===== config.mk =====
export PLATFORM = sky130hd
export DESIGN_NAME = spi_adc_scheduler_flat
export DESIGN_NICKNAME = d
export VERILOG_FILES = /design/src/rtl/spi_adc_scheduler_pkg.sv /design/src/rtl/spi_adc_scheduler_if.sv /design/src/rtl/spi_adc_tick_gen.sv /design/src/rtl/spi_adc_scheduler.sv /design/src/flat_wrapper.sv
export SDC_FILE = /design/constraint.sdc
export NUM_CORES = 1
export LEC_CHECK = 0
export BUFFER_PORTS_ARGS = -buffer_cell sky130_fd_sc_hd__buf_4
export CORE_MARGIN = 10
export CORE_UTILIZATION = 51
export CTS_CLUSTER_SIZE = 16
export DETAILED_ROUTE_END_ITERATION = 7
export PLACE_DENSITY = 0.86
export SLEW_MARGIN = 25
export SYNTH_ARGS = -nofsm -noshare
export SYNTH_HDL_FRONTEND = slang
export SYNTH_SLANG_ARGS = --single-unit
export TNS_END_PERCENT = 10

===== constraint.sdc =====
create_clock -name clk -period 1.7 [get_ports clk]
set_input_delay 0.17 -clock clk [delete_from_list [all_inputs] [get_ports clk]]
set_output_delay 0.17 -clock clk [all_outputs]
set_load 0.02 [all_outputs]

===== src/rtl/spi_adc_scheduler_pkg.sv =====
// Shared types for the SPI ADC scheduler: FSM states, grant IDs, ADC data width.
// Also holds the round-robin pick used by the request arbiter.
package spi_adc_scheduler_pkg;

    localparam int ADC_W = 8;

    typedef enum logic [2:0] {
        ST_IDLE,
        ST_ISSUE,
        ST_WAIT_LOW,
        ST_WAIT_HIGH,
        ST_CAPTURE,
        ST_PRESENT
    } state_e;

    typedef enum logic {
        GNT_AUTO = 1'b0,
        GNT_MAN  = 1'b1
    } grant_e;

    // With both requesters pending, the one that did not win last time goes first.
    function automatic grant_e pick_grant(input logic pend_auto, input logic pend_man,
                                          input grant_e last_grant);
        if (pend_auto && pend_man) begin
            return (last_grant == GNT_AUTO) ? GNT_MAN : GNT_AUTO;
        end
        return pend_auto ? GNT_AUTO : GNT_MAN;
    endfunction

endpackage


===== src/rtl/spi_adc_scheduler_if.sv =====
// Sample hand-off port (valid/ready) between the scheduler and its consumer.
interface spi_adc_scheduler_if;
    import spi_adc_scheduler_pkg::*;

    logic [ADC_W-1:0] sample_data;
    logic             sample_valid;
    logic             sample_ready;

    modport master (output sample_data, output sample_valid, input sample_ready);
    modport slave  (input sample_data, input sample_valid, output sample_ready);

endinterface


===== src/rtl/spi_adc_tick_gen.sv =====
// Free-running PERIOD counter; emits a one-cycle tick on wrap while enabled,
// and parks at zero whenever the enable is low.
module spi_adc_tick_gen #(
    parameter int PERIOD = 16
) (
    input  logic clk,
    input  logic n_rst,
    input  logic en,
    output logic tick
);

    localparam int CNT_W = $clog2(PERIOD);

    logic [CNT_W-1:0] cnt_q, cnt_d;

    // NOTE: every combinational output gets a default before any branch, so no latch is inferred.
    always_comb begin
        tick  = en && (cnt_q == CNT_W'(PERIOD - 1));
        cnt_d = '0;
        if (en && !tick) begin
            cnt_d = cnt_q + 1'b1;
        end
    end

    // NOTE: state registers use non-blocking assignment so all flops update from pre-edge values.
    always_ff @(posedge clk or negedge n_rst) begin
        if (!n_rst) begin
            cnt_q <= '0;
        end else begin
            cnt_q <= cnt_d;
        end
    end

endmodule


===== src/rtl/spi_adc_scheduler.sv =====
// Arbitrates timer/button requests, drives the SPI master's start and returns samples
// over a valid/ready port. Define SPI_ADC_AVG_EN to present 2^AVG_LOG2-sample averages.
module spi_adc_scheduler
    import spi_adc_scheduler_pkg::*;
#(
    parameter int CLK_HZ    = 50_000_000,
    parameter int SAMPLE_HZ = 1_000,
    parameter int TIMEOUT   = 4096,
    parameter int AVG_LOG2  = 2
) (
    input  logic                   clk,
    input  logic                   n_rst,
    input  logic                   btn_n,
    input  logic                   auto_en,
    output logic                   spi_start,
    input  logic                   spi_cs_n,
    input  logic [ADC_W-1:0]       spi_adc_data,
    spi_adc_scheduler_if.master    smp,
    output logic                   busy,
    output logic                   err_timeout,
    output logic                   overrun
);

    localparam int PERIOD = CLK_HZ / SAMPLE_HZ;
    localparam int TMO_W  = $clog2(TIMEOUT + 1);

    state_e           state_q, state_d;
    grant_e           last_grant_q, last_grant_d;
    grant_e           grant_id;
    logic             pend_auto_q, pend_auto_d;
    logic             pend_man_q, pend_man_d;
    logic [1:0]       btn_sync_q, btn_sync_d;
    logic             btn_last_q, btn_last_d;
    logic [TMO_W-1:0] tmo_q, tmo_d;
    logic [ADC_W-1:0] data_q, data_d;
    logic             err_q, err_d;
    logic             ovr_q, ovr_d;

    logic             auto_req, man_req;
    logic             grant_en, grant_auto, grant_man;
    logic             waiting, cs_edge, abort, accept;
    logic [ADC_W-1:0] capture_value;
    logic             capture_done;

    spi_adc_tick_gen #(.PERIOD(PERIOD)) u_tick_gen (
        .clk   (clk),
        .n_rst (n_rst),
        .en    (auto_en),
        .tick  (auto_req)
    );

    // Button passes a 2-flop synchronizer; a 1->0 transition after it is one manual request.
    assign man_req = btn_last_q && !btn_sync_q[1];

    // Foreign cs_n activity in IDLE blocks new grants until the bus is released.
    assign grant_en   = (state_q == ST_IDLE) && spi_cs_n && (pend_auto_q || pend_man_q);
    assign grant_id   = pick_grant(pend_auto_q, pend_man_q, last_grant_q);
    assign grant_auto = grant_en && (grant_id == GNT_AUTO);
    assign grant_man  = grant_en && (grant_id == GNT_MAN);

    // A cs_n edge on the last allowed cycle counts as progress, not as a timeout.
    assign waiting = (state_q == ST_WAIT_LOW) || (state_q == ST_WAIT_HIGH);
    assign cs_edge = (state_q == ST_WAIT_LOW) ? !spi_cs_n : spi_cs_n;
    assign abort   = waiting && !cs_edge && (tmo_q == TMO_W'(TIMEOUT - 1));
    assign accept  = (state_q == ST_PRESENT) && smp.sample_ready;

    always_comb begin
        btn_sync_d   = {btn_sync_q[0], btn_n};
        btn_last_d   = btn_sync_q[1];
        last_grant_d = grant_en ? grant_id : last_grant_q;
        pend_auto_d  = (pend_auto_q && !grant_auto) || auto_req;
        pend_man_d   = (pend_man_q && !grant_man) || man_req;
        ovr_d        = ovr_q
                     || (auto_req && pend_auto_q && !grant_auto)
                     || (man_req && pend_man_q && !grant_man);

        state_d = state_q;
        data_d  = data_q;
        err_d   = err_q;
        unique case (state_q)
            ST_IDLE:      if (grant_en) state_d = ST_ISSUE;
            ST_ISSUE:     state_d = ST_WAIT_LOW;
            ST_WAIT_LOW,
            ST_WAIT_HIGH: begin
                if (cs_edge) begin
                    state_d = (state_q == ST_WAIT_LOW) ? ST_WAIT_HIGH : ST_CAPTURE;
                end else if (abort) begin
                    state_d = ST_IDLE;
                    err_d   = 1'b1;
                end
            end
            ST_CAPTURE: begin
                if (capture_done) begin
                    data_d  = capture_value;
                    state_d = ST_PRESENT;
                end else begin
                    state_d = ST_IDLE;
                end
            end
            ST_PRESENT: begin
                if (accept) begin
                    state_d = ST_IDLE;
                    err_d   = 1'b0;
                end
            end
            default:      state_d = ST_IDLE;
        endcase

        // Dwell counter restarts on every state change and only runs while waiting on cs_n.
        tmo_d = '0;
        if (state_d == state_q && waiting) begin
            tmo_d = tmo_q + 1'b1;
        end
    end

    always_ff @(posedge clk or negedge n_rst) begin
        if (!n_rst) begin
            state_q      <= ST_IDLE;
            last_grant_q <= GNT_AUTO;
            pend_auto_q  <= 1'b0;
            pend_man_q   <= 1'b0;
            btn_sync_q   <= 2'b11;
            btn_last_q   <= 1'b1;
            tmo_q        <= '0;
            data_q       <= '0;
            err_q        <= 1'b0;
            ovr_q        <= 1'b0;
        end else begin
            state_q      <= state_d;
            last_grant_q <= last_grant_d;
            pend_auto_q  <= pend_auto_d;
            pend_man_q   <= pend_man_d;
            btn_sync_q   <= btn_sync_d;
            btn_last_q   <= btn_last_d;
            tmo_q        <= tmo_d;
            data_q       <= data_d;
            err_q        <= err_d;
            ovr_q        <= ovr_d;
        end
    end

`ifdef SPI_ADC_AVG_EN
    localparam int ACC_W = ADC_W + AVG_LOG2;
    localparam int AVG_N = 1 << AVG_LOG2;

    logic [ACC_W-1:0]  acc_q, acc_d, acc_sum;
    logic [AVG_LOG2:0] avg_cnt_q, avg_cnt_d;

    // Intermediate captures only accumulate; the last one of a group is presented.
    always_comb begin
        acc_sum       = acc_q + ACC_W'(spi_adc_data);
        capture_done  = (avg_cnt_q == (AVG_LOG2 + 1)'(AVG_N - 1));
        capture_value = ADC_W'(acc_sum >> AVG_LOG2);
        acc_d         = acc_q;
        avg_cnt_d     = avg_cnt_q;
        if (state_q == ST_CAPTURE) begin
            acc_d     = acc_sum;
            avg_cnt_d = avg_cnt_q + 1'b1;
        end
        if (accept || abort) begin
            acc_d     = '0;
            avg_cnt_d = '0;
        end
    end

    always_ff @(posedge clk or negedge n_rst) begin
        if (!n_rst) begin
            acc_q     <= '0;
            avg_cnt_q <= '0;
        end else begin
            acc_q     <= acc_d;
            avg_cnt_q <= avg_cnt_d;
        end
    end
`else
    assign capture_value = spi_adc_data;
    assign capture_done  = 1'b1;
`endif

    assign spi_start        = (state_q == ST_ISSUE);
    assign busy             = (state_q != ST_IDLE);
    assign smp.sample_valid = (state_q == ST_PRESENT);
    assign smp.sample_data  = data_q;
    assign err_timeout      = err_q;
    assign overrun          = ovr_q;

endmodule


===== src/flat_wrapper.sv =====
// flat-port wrapper written by rule: the top's interface ports become plain ports
module spi_adc_scheduler_flat import spi_adc_scheduler_pkg::*;
#(
    parameter int CLK_HZ    = 50_000_000,
    parameter int SAMPLE_HZ = 1_000,
    parameter int TIMEOUT   = 4096,
    parameter int AVG_LOG2  = 2
)
  (clk, n_rst, btn_n, auto_en, spi_start, spi_cs_n, spi_adc_data, busy, err_timeout, overrun, smp_sample_data, smp_sample_valid, smp_sample_ready);
  spi_adc_scheduler_if smp_i ();
  input  logic clk;
  input  logic n_rst;
  input  logic btn_n;
  input  logic auto_en;
  output logic spi_start;
  input  logic spi_cs_n;
  input  logic [ADC_W-1:0] spi_adc_data;
  output logic busy;
  output logic err_timeout;
  output logic overrun;
  output wire logic [$bits(smp_i.sample_data)-1:0] smp_sample_data;
  output wire logic [$bits(smp_i.sample_valid)-1:0] smp_sample_valid;
  input wire logic [$bits(smp_i.sample_ready)-1:0] smp_sample_ready;
  assign smp_sample_data = smp_i.sample_data;
  assign smp_sample_valid = smp_i.sample_valid;
  assign smp_i.sample_ready = smp_sample_ready;
  spi_adc_scheduler #(.CLK_HZ(CLK_HZ), .SAMPLE_HZ(SAMPLE_HZ), .TIMEOUT(TIMEOUT), .AVG_LOG2(AVG_LOG2)) u_core (.clk(clk), .n_rst(n_rst), .btn_n(btn_n), .auto_en(auto_en), .spi_start(spi_start), .spi_cs_n(spi_cs_n), .spi_adc_data(spi_adc_data), .smp(smp_i), .busy(busy), .err_timeout(err_timeout), .overrun(overrun));
endmodule

==> impl_metrics.json, run 1 <==
{
  "status": "complete, but fails checks",
  "violations": "negative setup slack",
  "finish.utilization_pct": 65.98,
  "ios": 27,
  "min-delay-path-class": "in2reg",
  "synth-edff-count": 0,
  "ant_nets": 0,
  "hold_depth": 2,
  "die_w_um": 86.08,
  "path_class": "reg2reg",
  "cp.required_ns": 1.89,
  "p_leak_uw": 0.001170,
  "r2r_end": "u_core.u_tick_gen.cnt_q[4]",
  "place_congestion": 0.7705,
  "synth_warnings": 0,
  "cts_buffers": 5,
  "peakVddDrop_mv": 0.5808,
  "grt_first_pass_wirelength_mm": 7.176,
  "cts.htree.levels": 2,
  "final-max-slew-violation-count": 0,
  "fin_worst_skew_ns": 0.007968,
  "final_layout_size_suffix_gt1_share_pct": 30.20,
  "fin_crit_sh_pct": 101.4,
  "synth_cell_types": 38,
  "cts_buffer_depth": 2,
  "grt_usage_pct": 11.92,
  "clk_pin_slew_worst_paths_ns": 0.09,
  "timing.rr.start": "u_core.u_tick_gen.cnt_q[12]",
  "rows": 23,
  "hold_viol": 0,
  "setup_ws_ns": -0.02410,
  "synth.cell_area_um2": 2227,
  "grt_pass1_vias": 1606,
  "routed_wl_mm": 4.251,
  "route.detailed.drc": 0,
  "cp-start-kind": "flip-flop",
  "ff_latch_area_um2": 1206,
  "synthFlopType": "dfrtp_1",
  "rsz0062_at_grt": "yes",
  "insertion_delay_ns": 0.30,
  "p_total_uw": 3073,
  "arrival_ns": 1.91,
  "end_kind": "flip-flop",
  "die-area_um2": 7410,
  "nNetsFinal": 270,
  "n_fill_cell": 334,
  "multi_input_area_um2": 967.2,
  "avgSynthCellArea_um2": 10.76,
  "post-dp-hpwl_mm": 3.030,
  "clock-sinks": 48,
  "cts.root.buffer_cell": "clkbuf_8",
  "cts_tree": "built",
  "grt_start_max_net_pins": 49,
  "antenna_cells": 0,
  "period_minus_slack_ns": 1.724,
  "setup_viol": 10,
  "start_util_pct": 54.12,
  "ys_ff_latch": 48,
  "reg2reg_depth": 5,
  "async_flop_share_pct": 100.0,
  "worstHoldStart": "spi_adc_data[3]",
  "via_count": 1623,
  "port-buffer-count": 26,
  "grt_overflow": 0,
  "first_iter_violations": 67,
  "slew-limit-headroom_pct": 61.16,
  "antenna_found_initial": 0,
  "dr.pass1.iters": 4,
  "hold_end": "u_core.smp.sample_data[3]",
  "wl_per_cell_um": 13.94,
  "drv_cap": 0,
  "fmax_mhz": 580.0,
  "worst-slew-pin-transition_ns": 0.5825,
  "coreArea_um2": 4115,
  "synth_nets": 223,
  "drt-vias-per-instance": 5.321,
  "synth_cells": 207,
  "area_delta_synth_final_pct": 21.91,
  "ff2ff_setup_slack_ns": -0.02,
  "dieHeight_um": 86.08,
  "cellPowerDensity_nw_per_um2": 1132,
  "critPathMaxFanout": 10,
  "seq_area_frac_synth_pct": 54.10
}
==> worst max path at each step <==
| stage | startpoint | to | slack (ns) | cells after the start |
|---|---|---|---|---|
| finish | u_core.u_tick_gen.cnt_q[12] | u_core.u_tick_gen.cnt_q[4] | -0.02 | 5 |
| global route | u_core.u_tick_gen.cnt_q[12] | u_core.u_tick_gen.cnt_q[6] | -0.08 | 5 |
| CTS | u_core.u_tick_gen.cnt_q[12] | u_core.u_tick_gen.cnt_q[4] | -0.02 | 5 |
| detailed placement | u_core.u_tick_gen.cnt_q[12] | u_core.u_tick_gen.cnt_q[5] | -0.02 | 5 |
| global placement | u_core.u_tick_gen.cnt_q[12] | u_core.u_tick_gen.cnt_q[6] | 0.006 | 5 |
| floorplan | u_core.u_tick_gen.cnt_q[12] | u_core.u_tick_gen.cnt_q[7] | -0.007 | 5 |
==> cells by family after synthesis <==
| logic type | synth area share, % |
|---|---|
| adders and majority gates | 1.123 |
| DFF | 54.10 |
| muxes | 4.045 |
| buffers and inverters | 3.146 |
| AOI/OAI and AO/OA | 5.562 |
| xor gates and xnor gates | 9.438 |
| and+or+nand+nor | 22.58 |
==> cell usage after synthesis, types with 2 or more instances <==
cell type	count	area, µm²
xor2_1	7	61.31
nor2_1	23	86.33
nand3_1	11	55.05
ha_1	2	25.02
and2_1	2	12.51
nand2_1	16	60.06
inv_1	11	41.29
dfrtp_1	45	1126
nor4_1	4	25.02
and4_1	2	17.52
nor2_2	10	62.56
dfstp_2	3	78.83
nor3_1	10	50.05
mux2_2	8	90.09
xnor2_1	17	148.9
o21ai_0	4	20.02
nor2b_1	2	12.51
or3_1	2	12.51
nand4_1	7	43.79
a31oi_1	3	18.77
==> area by class of cell <==
cell class                 instances  share of cell area, %
sequential                        48                  44.42
multi-input combinational        145                  35.62
timing repair buffer              43                  12.67
clock buffer                       7                  3.180
tap                               50                  2.304
inverter                          11                  1.521
clock inverter                     1                 0.2765
==> cells in the final DEF, fill, tap and decap left out, types with 2 or more instances in the layout <==
cell           count
clkbuf_8           6
inv_1             11
nand2_1           16
nor2_2            10
nor3_1            10
nand4_1            7
nor2_1            23
or3_1              2
and2_1             2
nor4_1             3
xor2_1             7
and4_1             2
dfstp_2            3
a31oi_1            3
nor2b_1            2
mux2_2             8
xnor2_1           17
buf_4             39
dlygate4sd3_1      2
nor4_4             2
ha_1               2
nand3_1           11
o21ai_0            4
dfrtp_1           44
==> metal layers <==
layer  wire, µm  global-route usage [%]
met3        220                   5.014
met4         38                   3.743
met5          0                       0
met1       1768                   12.88
met2       2223                   20.55
==> stage by stage <==
stage                     setup TNS, ns  std cells  hold WS [ns]  instance area, µm²  worst slack [ns]
after detailed placement        -0.1004        293        0.2086                2572          -0.01967
after CTS                       -0.1273        304       0.08799                2694          -0.02026
final                           -0.1538        305       0.09668                2715          -0.02410
after global routing            -0.8650        305       0.08206                2715          -0.08406
after floorplan                -0.05633        207       -0.1256                2233         -0.007042
after global placement                0        293        0.2096                2572          0.006214
==> flip-flops by register name, indices dropped and copies added, names as in the netlist <==
register                 cells
u_core.btn_last_q            1
u_core.err_timeout           1
u_core.pend_man_q            1
u_core.smp.sample_data       8
u_core.overrun               1
u_core.tmo_q                13
u_core.u_tick_gen.cnt_q     16
u_core.state_q               3
u_core.btn_sync_q            2
u_core.pend_auto_q           1
u_core.last_grant_q          1
==> power breakdown <==
group / total (µW) / internal, µW / switching, µW / leakage (µW)
combinational: 907 / 431 / 476 / 0.000502
sequential: 1470 / 1320 / 159 / 0.000623
clock: 692 / 331 / 362 / 0.0000445
total: 3070 / 2080 / 997 / 0.00117
==> timing repair <==
item	CTS	global route
cloned	0	0
endpoints found under the setup margin	13	29
hold buffers	2	0
gates resized for setup	0	3
pin swaps	1	1
buffers inserted	1	1
endpoints found under the hold margin	46	0
==> worst max-delay path: stages, from the launching register on <==
cell and delay, ns:
dfrtp_1 0.39, or4_4 0.55, nor4_4 0.29, a21bo_4 0.19
buf_12 0.13, nor2_1 0.05
No activity file was read; power rests on OpenSTA's default activity.
==> run 2: changes to the inputs <==
Settings changed: CELL_PAD_IN_SITES_DETAIL_PLACEMENT set to 1, CELL_PAD_IN_SITES_GLOBAL_PLACEMENT set to 1, CORE_UTILIZATION 51 to 41, GPL_ROUTABILITY_DRIVEN set to 1, PLACE_DENSITY 0.86 to 0.87.
==> run 2 against run 1 <==
Net effect: the flow still finishes with violations (negative setup slack); via count is 1.8% higher; clock skew grew 0.0025 ns; flip-flop and latch count stayed put; final area up 1.8%; cell count rose by 6.9%; maximum frequency fell by 0.70%; combinational power is 5.7% higher; clock power grew 4.8%; sequential power barely moved; count of clock-buffer cells in the layout shrank 1; setup slack lost 0.012 ns; non-clock buffer count up 1; critical path type unchanged; critical endpoint is now u_core.u_tick_gen.cnt_q[5]; largest power group unchanged.
==> impl_metrics.json, run 2 (synthesis gave the netlist of run 1 again) <==
{
  "top_register": "u_core.u_tick_gen.cnt_q",
  "port-buffer-count": 26,
  "grt_first_pass_wirelength_mm": 8.590,
  "worst-slew-pin-transition_ns": 0.6072,
  "route.detailed.drc": 0,
  "grt_usage_pct": 12.49,
  "postCtsSetupRepairBufs": 0,
  "end_kind": "flip-flop",
  "cts_buffers": 5,
  "path_class": "reg2reg",
  "final-max-slew-violation-count": 0,
  "dieHeight_um": 93.70,
  "setup_ws_ns": -0.03620,
  "cp.required_ns": 1.91,
  "largest_reg_flops": 16,
  "antenna_cells": 0,
  "ios": 27,
  "cts.root.buffer_cell": "clkbuf_8",
  "rows": 26,
  "fmax_mhz": 576.0,
  "hold_depth": 2,
  "place_congestion": 0.7966,
  "die_w_um": 93.70,
  "p_leak_uw": 0.001179,
  "dr.pass1.iters": 4,
  "clk_pin_slew_worst_paths_ns": 0.09,
  "ant_nets": 0,
  "period_minus_slack_ns": 1.736,
  "status": "complete, but fails checks",
  "routed_wl_mm": 5.058,
  "place_worst_setup_slack_ns": -0.05402,
  "cellPowerDensity_nw_per_um2": 1137,
  "cts_buffer_depth": 2,
  "violations": "negative setup slack",
  "mostFrequentLayoutCells": "dfrtp_1, buf_4, nor2_1, xnor2_1, nand2_1",
  "nNetsFinal": 271,
  "wl_per_cell_um": 15.52,
  "via_count": 1652,
  "r2r_end": "u_core.u_tick_gen.cnt_q[5]",
  "grt_overflow": 0,
  "slew-limit-headroom_pct": 59.52,
  "start_util_pct": 43.06,
  "timing.rr.start": "u_core.u_tick_gen.cnt_q[12]",
  "arrival_ns": 1.94,
  "grt_start_max_net_pins": 49,
  "insertion_delay_ns": 0.31,
  "drv_cap": 0,
  "ff2ff_setup_slack_ns": -0.04,
  "post-dp-hpwl_mm": 3.645,
  "cts.htree.levels": 2,
  "drt-vias-per-instance": 5.067,
  "clock-sinks": 48,
  "antenna_found_initial": 0,
  "worstHoldStart": "spi_adc_data[6]",
  "hold_viol": 0,
  "fin_hold_ws_ns": 0.08741,
  "first_iter_violations": 27,
  "rsz0062_at_grt": "yes",
  "final_common_cell": "dfrtp_1",
  "reg2reg_depth": 5,
  "min-delay-path-class": "in2reg",
  "hold_end": "u_core.smp.sample_data[6]",
  "grt_pass1_vias": 1788,
  "setup_viol": 16,
  "cts_tree": "built",
  "cp-start-kind": "flip-flop",
  "final_layout_size_suffix_gt1_share_pct": 30.47,
  "die-area_um2": 8780,
  "fin_worst_skew_ns": 0.01045,
  "n_fill_cell": 559,
  "peakVddDrop_mv": 0.5238,
  "coreArea_um2": 5172,
  "fin_crit_sh_pct": 102.1,
  "area_delta_synth_final_pct": 24.04,
  "critPathMaxFanout": 8
}
==> run 2: cell types whose count changed in the layout (fill, tap and decap cells not counted), sizes merged <==
cell      previous run  this run
clkinvlp             1         2
clkbuf               7         6
buf                 41        42
==> run 2: per-layer routing <==
metal / global-route usage (%) / vias to the layer above / wire length, µm
met5: 0 / - / 0
met4: 5.190 / 0 / 93
met3: 4.237 / 8 / 216
met2: 22.00 / 21 / 2677
met1: 13.28 / 818 / 2071
li1: - / 805 / -
==> run 2: what timing repair did <==
item	4_1_cts	5_1_grt
resized for setup	3	1
setup endpoints to repair	19	30
hold buffers	2	0
pin swaps	3	2
cloned	0	0
hold endpoints to repair	46	0
==> run 2: through the flow <==
step           total power, µW  setup TNS, ns  util, %  instances  area (µm²)
2_1_floorplan             2023       -0.05633        -        207        2233
3_3_place_gp              2387              0    50.90        316        2633
3_5_place_dp              2423        -0.4597    50.90        316        2633
4_1_cts                   3185        -0.7081    53.36        326        2760
5_1_grt                   3352         -1.322    53.41        326        2763
6_report                  3142        -0.3620    53.41        326        2763
==> run 2: final cells by class <==
type	count	area, µm²	area share [%]
Clock inverter	2	15.01	0.5435
Sequential cell	48	1205	43.61
Multi-Input combinational cell	145	970.9	35.14
Tap cell	70	87.58	3.170
Clock buffer	6	82.58	2.989
Inverter	11	41.29	1.495
Timing Repair Buffer	44	360.3	13.04
==> run 2: worst max-delay path by stage <==
stage,startpoint,endpoint,cells after the start
final,u_core.u_tick_gen.cnt_q[12],u_core.u_tick_gen.cnt_q[5],5
after global routing,u_core.u_tick_gen.cnt_q[12],u_core.u_tick_gen.cnt_q[5],5
after CTS,u_core.u_tick_gen.cnt_q[12],u_core.u_tick_gen.cnt_q[5],5
after detailed placement,u_core.u_tick_gen.cnt_q[12],u_core.overrun,5
after global placement,u_core.u_tick_gen.cnt_q[12],u_core.u_tick_gen.cnt_q[5],5
after floorplan,u_core.u_tick_gen.cnt_q[12],u_core.u_tick_gen.cnt_q[7],5
==> run 2: power by group <==
| part | internal, µW | leakage [µW] | switching [µW] |
|---|---|---|---|
| clock network | 329 | 0.0000434 | 395 |
| registers | 1310 | 0.000624 | 146 |
| logic | 444 | 0.000511 | 515 |
==> run 2: critical path, cell delays in order, from the launching register on <==
cell,delay [ns]
dfrtp_1,0.39
or4_4,0.56
nor4_4,0.30
a21bo_4,0.21
buf_12,0.13
nor2_1,0.04
